--- config.mk ---
export PLATFORM = sky130hd
export DESIGN_NAME = xlr8_pinshare_arb
export DESIGN_NICKNAME = d
export VERILOG_FILES = /design/src/rtl/xlr8_pinshare_pkg.sv /design/src/rtl/xlr8_pinshare_timer.sv /design/src/rtl/xlr8_pinshare_arb.sv
export SDC_FILE = /design/constraint.sdc
export NUM_CORES = 1
export LEC_CHECK = 0
export ABC_AREA = 1
export CORE_AREA = 2 2 75 77
export CTS_CLUSTER_SIZE = 24
export DETAILED_ROUTE_END_ITERATION = 10
export DIE_AREA = 0 0 77 79
export PLACE_DENSITY_LB_ADDON = 0.1
export SLEW_MARGIN = 10
export SYNTH_ARGS = -nofsm -noshare
export SYNTH_HDL_FRONTEND = slang
export SYNTH_SLANG_ARGS = --single-unit
--- constraint.sdc ---
create_clock -name Clock -period 1.5 [get_ports Clock]
set_input_delay 0.3 -clock Clock [delete_from_list [all_inputs] [get_ports Clock]]
set_output_delay 0.3 -clock Clock [all_outputs]
set_load 0.02 [all_outputs]
--- src/rtl/xlr8_pinshare_pkg.sv ---
// Shared types and constants for the analog pin-share arbiter.
package xlr8_pinshare_pkg;

  typedef enum logic [2:0] {
    ST_IDLE    = 3'd0,
    ST_I2C_OWN = 3'd1,
    ST_ISOLATE = 3'd2,
    ST_ADC_OWN = 3'd3,
    ST_RESTORE = 3'd4
  } pinshare_state_t;

  typedef enum logic {
    OWN_I2C = 1'b0,
    OWN_ADC = 1'b1
  } owner_t;

  // Highest ADC channel that maps onto a physical pin (A0-A5)
  localparam logic [2:0] ADC_PIN_CH_MAX = 3'd5;
  // Analog pins shared with the I2C bus
  localparam logic [2:0] I2C_SDA_CH     = 3'd4;
  localparam logic [2:0] I2C_SCL_CH     = 3'd5;

  // Digital-side isolation bits for a channel; internal channels touch no pin
  function automatic logic [5:0] iso_bits(input logic [2:0] ch, input logic [5:0] mask);
    logic [5:0] sel;
    sel = 6'd0;
    if (ch <= ADC_PIN_CH_MAX) sel = 6'd1 << ch;
    return sel & mask;
  endfunction

  // True when sampling this channel requires the I2C pullups to be off
  function automatic logic is_i2c_pin(input logic [2:0] ch);
    return (ch == I2C_SDA_CH) || (ch == I2C_SCL_CH);
  endfunction

endpackage

--- src/rtl/xlr8_pinshare_timer.sv ---
// Loadable 16-bit down-counter; stops at zero and flags it.
// Shared between settle waits and the grant timeout.
module xlr8_pinshare_timer (
  input  logic        Clock,
  input  logic        RESET_N,
  input  logic        load,
  input  logic [15:0] load_val,
  output logic        zero
);

  logic [15:0] count;

  // Load takes priority; otherwise count down and hold at zero
  always_ff @(posedge Clock or negedge RESET_N) begin
    if (!RESET_N) begin
      count <= 16'd0;
    end else if (load) begin
      count <= load_val;
    end else if (count != 16'd0) begin
      count <= count - 16'd1;
    end
  end

  assign zero = (count == 16'd0);

endmodule

--- src/rtl/xlr8_pinshare_arb.sv ---
// Arbiter owning the shared analog pin controls (I2C pullups, DIG_IO_OE
// isolation) between one ADC converter and one I2C master.
// Handshake: each req is a level held for the whole transaction; the matching
// gnt is a registered level that rises at least one cycle after req is seen and
// falls on release, done, or timeout. There is no preemption.
module xlr8_pinshare_arb
  import xlr8_pinshare_pkg::*;
#(
  parameter logic [15:0] SETTLE_CYCLES  = 16'd16,
  parameter logic [15:0] TIMEOUT_CYCLES = 16'hFFFF,
  parameter logic [5:0]  ISO_MASK       = 6'h3F
) (
  input  logic       Clock,
  input  logic       RESET_N,
  input  logic       i2c_req,
  output logic       i2c_gnt,
  input  logic       adc_req,
  input  logic [2:0] adc_ch,
  output logic       adc_gnt,
  input  logic       adc_done,
  output logic       i2c_enable,
  output logic [5:0] dig_io_disc,
  output logic       busy,
  output logic       timeout_err,
  output logic [2:0] state_dbg
);

  localparam logic        SETTLE_EN    = (SETTLE_CYCLES != 16'd0);
  localparam logic        TMO_EN       = (TIMEOUT_CYCLES != 16'd0);
  localparam logic [15:0] SETTLE_LOAD  = SETTLE_EN ? (SETTLE_CYCLES - 16'd1) : 16'd0;
  localparam logic [15:0] TIMEOUT_LOAD = TMO_EN ? (TIMEOUT_CYCLES - 16'd1) : 16'd0;

  pinshare_state_t state;
  owner_t          last_owner;
  logic [2:0]      ch_q;
  logic            i2c_mask;
  logic            adc_mask;

  logic            tmr_load;
  logic [15:0]     tmr_val;
  logic            tmr_zero;

  logic i2c_pend, adc_pend, pick_adc;
  logic go_i2c, go_adc, adc_pin, q_pin, tmo;
  logic iso_abort, iso_done;
  logic i2c_rel, i2c_tmo, adc_norm, adc_rel, adc_tmo;

  assign state_dbg = state;

  // Arbitration and per-state exit conditions
  always_comb begin
    i2c_pend  = i2c_req & ~i2c_mask;
    adc_pend  = adc_req & ~adc_mask;
    pick_adc  = adc_pend & (~i2c_pend | (last_owner == OWN_I2C));
    go_i2c    = (state == ST_IDLE) & i2c_pend & ~pick_adc;
    go_adc    = (state == ST_IDLE) & pick_adc;
    adc_pin   = (adc_ch <= ADC_PIN_CH_MAX);
    q_pin     = (ch_q <= ADC_PIN_CH_MAX);
    tmo       = TMO_EN & tmr_zero;
    iso_abort = (state == ST_ISOLATE) & ~adc_req;
    iso_done  = (state == ST_ISOLATE) & adc_req & tmr_zero;
    i2c_rel   = (state == ST_I2C_OWN) & (~i2c_req | tmo);
    i2c_tmo   = (state == ST_I2C_OWN) & i2c_req & tmo;
    adc_norm  = adc_done | ~adc_req;
    adc_rel   = (state == ST_ADC_OWN) & (adc_norm | tmo);
    adc_tmo   = (state == ST_ADC_OWN) & ~adc_norm & tmo;
  end

  // Reload the shared timer on every entry into a timed state
  always_comb begin
    tmr_load = 1'b0;
    tmr_val  = TIMEOUT_LOAD;
    if (go_i2c) begin
      tmr_load = 1'b1;
      tmr_val  = TIMEOUT_LOAD;
    end else if (go_adc) begin
      tmr_load = 1'b1;
      tmr_val  = (adc_pin && SETTLE_EN) ? SETTLE_LOAD : TIMEOUT_LOAD;
    end else if (iso_abort) begin
      tmr_load = 1'b1;
      tmr_val  = SETTLE_LOAD;
    end else if (iso_done) begin
      tmr_load = 1'b1;
      tmr_val  = TIMEOUT_LOAD;
    end else if (adc_rel && q_pin) begin
      tmr_load = 1'b1;
      tmr_val  = SETTLE_LOAD;
    end
  end

  xlr8_pinshare_timer u_timer (
    .Clock    (Clock),
    .RESET_N  (RESET_N),
    .load     (tmr_load),
    .load_val (tmr_val),
    .zero     (tmr_zero)
  );

  // Ownership FSM with registered grants and pin controls
  always_ff @(posedge Clock or negedge RESET_N) begin
    if (!RESET_N) begin
      state       <= ST_IDLE;
      last_owner  <= OWN_I2C;
      ch_q        <= 3'd0;
      i2c_mask    <= 1'b0;
      adc_mask    <= 1'b0;
      i2c_gnt     <= 1'b0;
      adc_gnt     <= 1'b0;
      i2c_enable  <= 1'b1;
      dig_io_disc <= 6'd0;
      busy        <= 1'b0;
      timeout_err <= 1'b0;
    end else begin
      timeout_err <= 1'b0;
      if (!i2c_req) i2c_mask <= 1'b0;
      if (!adc_req) adc_mask <= 1'b0;

      case (state)
        ST_IDLE: begin
          if (go_i2c) begin
            state   <= ST_I2C_OWN;
            i2c_gnt <= 1'b1;
            busy    <= 1'b1;
          end else if (go_adc) begin
            ch_q <= adc_ch;
            busy <= 1'b1;
            if (adc_pin) begin
              dig_io_disc <= iso_bits(adc_ch, ISO_MASK);
              i2c_enable  <= ~is_i2c_pin(adc_ch);
              if (SETTLE_EN) begin
                state <= ST_ISOLATE;
              end else begin
                state   <= ST_ADC_OWN;
                adc_gnt <= 1'b1;
              end
            end else begin
              state   <= ST_ADC_OWN;
              adc_gnt <= 1'b1;
            end
          end
        end

        ST_I2C_OWN: begin
          if (i2c_rel) begin
            state      <= ST_IDLE;
            i2c_gnt    <= 1'b0;
            last_owner <= OWN_I2C;
            busy       <= 1'b0;
            if (i2c_tmo) begin
              timeout_err <= 1'b1;
              i2c_mask    <= 1'b1;
            end
          end
        end

        ST_ISOLATE: begin
          if (iso_abort) begin
            state       <= ST_RESTORE;
            dig_io_disc <= 6'd0;
            i2c_enable  <= 1'b1;
          end else if (iso_done) begin
            state   <= ST_ADC_OWN;
            adc_gnt <= 1'b1;
          end
        end

        ST_ADC_OWN: begin
          if (adc_rel) begin
            adc_gnt    <= 1'b0;
            last_owner <= OWN_ADC;
            if (adc_tmo) begin
              timeout_err <= 1'b1;
              adc_mask    <= 1'b1;
            end
            if (q_pin) begin
              dig_io_disc <= 6'd0;
              i2c_enable  <= 1'b1;
            end
            if (q_pin && SETTLE_EN) begin
              state <= ST_RESTORE;
            end else begin
              state <= ST_IDLE;
              busy  <= 1'b0;
            end
          end
        end

        ST_RESTORE: begin
          if (tmr_zero) begin
            state <= ST_IDLE;
            busy  <= 1'b0;
          end
        end

        default: begin
          state <= ST_IDLE;
          busy  <= 1'b0;
        end
      endcase
    end
  end

endmodule
==> impl_metrics.json <==
{
  "gp_congestion": 0.863,
  "reg2reg_depth": 7,
  "hp-class": "in -> reg",
  "place_hpwl_um": 4080,
  "holdPathStages": 3,
  "placed_area_mm2": 0.00293,
  "critPathTopFamily": "simple AND/OR/NAND/NOR gates",
  "cts-root-buf": "clkbuf_8",
  "power_frac_clock_pct": 10.2,
  "grt_pass1_vias": 1942,
  "h-tree-depth": 2,
  "drt_first_iter_violations": 45,
  "chipWidth_um": 77,
  "clock_skew_ns": 0.00466,
  "core_mm2": 0.00534,
  "crit_type": "reg -> reg",
  "crit_chain": "inv_2, ha_1, nand2_1, nor2_1, xor2_1, nand4_1, a21oi_2",
  "cp.required_ns": 1.71,
  "timing.final.crit_share_pct": 105,
  "final_max_slew_viol_count": 0,
  "drive_gt1_share_pct": 47.8,
  "grt_pass1_wl_um": 9030,
  "grt_overflow": 0,
  "cts_tree": "built",
  "synth_edf_count": 0,
  "syn_nets": 290,
  "die_area_mm2": 0.00608,
  "ys_warn_count": 0,
  "drtAntennaViolNets": 0,
  "path_depth": 7,
  "drcViolationCount": 0,
  "drt-total-wl_um": 5600,
  "dr.pass1.iters": 4,
  "cts_inserted_buffers": 5,
  "run_status": "finished with violations",
  "path_clk_slew_ns": 0.07,
  "synthFlopType": "dfrtp_1",
  "area_growth_pct": 47.7,
  "drv_cap": 0,
  "clk_latency_ns": 0.28,
  "critPathBufInv": 1,
  "pwr-share-comb_pct": 63.5,
  "core.rowCount": 27,
  "finalSetupViolCount": 27,
  "power.share.sequential_pct": 26.3,
  "worst_setup_path_end_kind": "flop",
  "powerDensity_mw_per_mm2": 1920,
  "antenna_cells": 0,
  "track_usage_pct": 18.8,
  "p_leak_nw": 1.62,
  "cts_buffer_depth": 2,
  "grt_setup_unrepaired": "yes",
  "critPathMaxStageDelay_ns": 0.39,
  "io_buffers": 21,
  "die_h_um": 79,
  "max-slew-margin-rel_pct": 75.9,
  "critPathLaunchType": "flop",
  "wl_per_cell_um": 12.7,
  "intPower_mw": 3.60,
  "irDropWorstVdd_mv": 1.11,
  "p_switching_mw": 2.87,
  "yosysUniqueCellTypes": 30,
  "syn-cell-area_mm2": 0.00228,
  "period_minus_slack_ns": 1.58,
  "vias_per_cell": 4.83,
  "arrival_ns": 1.79,
  "fmax_mhz": 633,
  "power_mw": 6.47,
  "initial_core_util_pct": 42.7,
  "synthArstFlopShare_pct": 100,
  "final_nets": 377,
  "final_area_mm2": 0.00336,
  "slowest_stage": "dfrtp_1",
  "violations": "setup timing",
  "synth_seq_cells": 35,
  "vias": 2126,
  "cp_max_fo": 4,
  "ys_seq_area_share_pct": 38.5,
  "tightest_slew_ns": 0.361,
  "clock-sinks": 35,
  "setup_ws_ns": -0.0787,
  "switching_share_pct": 44.4,
  "hold_viol_final": 0,
  "avgSynthCellArea_um2": 8.13,
  "io_pins": 22,
  "syn_inst": 280,
  "grt_max_degree": 17,
  "antenna_found_initial": 0
}
## cells in the mapped netlist, drive strengths merged, types with 2 or more instances
cell    number  area, µm²
nand2       84        370
nor2        39        209
dfrtp       34        851
inv         26        100
nand3       19        118
a21oi       18        146
nand4       18        128
o21ai       16        110
buf          6       67.6
nand3b       6       45.0
nor3         4       25.0
xor2         4       35.0
ha           2       25.0
## kinds of logic after synthesis
logic type | after synthesis | share of synthesized area, %
xor+xnor | 5 | 1.92
simple gates | 170 | 39.3
compound gates | 35 | 11.6
flops | 35 | 38.5
buf+inv | 33 | 7.53
fa+ha+maj | 2 | 1.10
## sequential cells by signal, summed over array words and instances, names as in the netlist, 2 cells and up
| signal | flops |
|---|---|
| dig_io_disc | 6 |
| ch_q | 2 |
| state_dbg | 3 |
| u_timer.count | 16 |
## layout make-up
class	count	area, µm²
tap	72	90.1
inverter	26	118
clock inverter	2	12.5
timing repair inverter	1	8.76
multi-input combinational	213	1430
sequential	35	881
clock buffer	6	72.6
fill	486	1970
timing repair buffer	85	748
## worst paths after layout
check / startpoint / end / slack, ns
min: i2c_req / i2c_mask / 0.39
min reg2reg: dig_io_disc[5] / dig_io_disc[5] / 0.48
max in group asynchronous: RESET_N / u_timer.count[7] / 0.52
max reg2reg: u_timer.count[1] / u_timer.count[8] / -0.08
max: u_timer.count[1] / u_timer.count[8] / -0.08
min in group asynchronous: RESET_N / adc_mask / 0.45
## per-layer routing
layer / global-route usage (%) / vias to the layer above / wire length [µm]
met5: 0 / - / 0
met4: 5.54 / 0 / 114
met3: 2.73 / 11 / 192
met2: 32.2 / 39 / 2780
met1: 25.0 / 980 / 2510
li1: - / 1096 / -
## worst min-delay path, cell delays in order
cell	delay [ns]
dlygate4sd2_1	0.22
nand2_1	0.05
nand2_1	0.06
## placed cells by master, fill, tap and decap left out, types with 5 or more instances in the layout
cell type	count
nor2_4	10
clkdlybuf4s50_1	5
o21ai_2	9
nand4_1	17
dfrtp_1	31
buf_4	56
nand2_2	16
a21oi_2	15
clkbuf_8	5
nand2_1	60
nand3_1	13
nor2_1	13
nor2_2	16
nand3b_1	6
nand2_4	8
inv_2	9
dlygate4sd2_1	12
inv_1	15
## what timing repair did
item / in CTS / in global routing
resized for setup: 41 / 40
setup buffers: 9 / 4
endpoints found under the setup margin: 38 / 31
endpoints found under the hold margin: 12 / 0
pin swaps: 7 / 19
cloned: 2 / 1
hold buffers: 1 / 0
## power by group through the flow
stage               clock [mW]  sequential (mW)  combinational [mW]
floorplan                    0             1.90                1.99
global placement             0             1.69                3.55
detailed placement           0             1.69                3.57
CTS                      0.684             1.68                3.79
global route             0.713             1.75                4.48
finish                   0.660             1.70                4.11
## through the flow
stage,hold slack [ns],util (%),instances,setup TNS [ns],setup slack (ns)
after floorplan,0.00441,-,280,0,0.00924
after global placement,0.227,54.8,415,-8.54,-0.324
after detailed placement,0.225,54.8,415,-9.34,-0.361
after CTS,0.385,59.9,435,-1.24,-0.0720
after global routing,0.412,63.0,440,-3.57,-0.168
final,0.387,63.0,440,-1.48,-0.0787
Power figures use the tool's default switching activity.
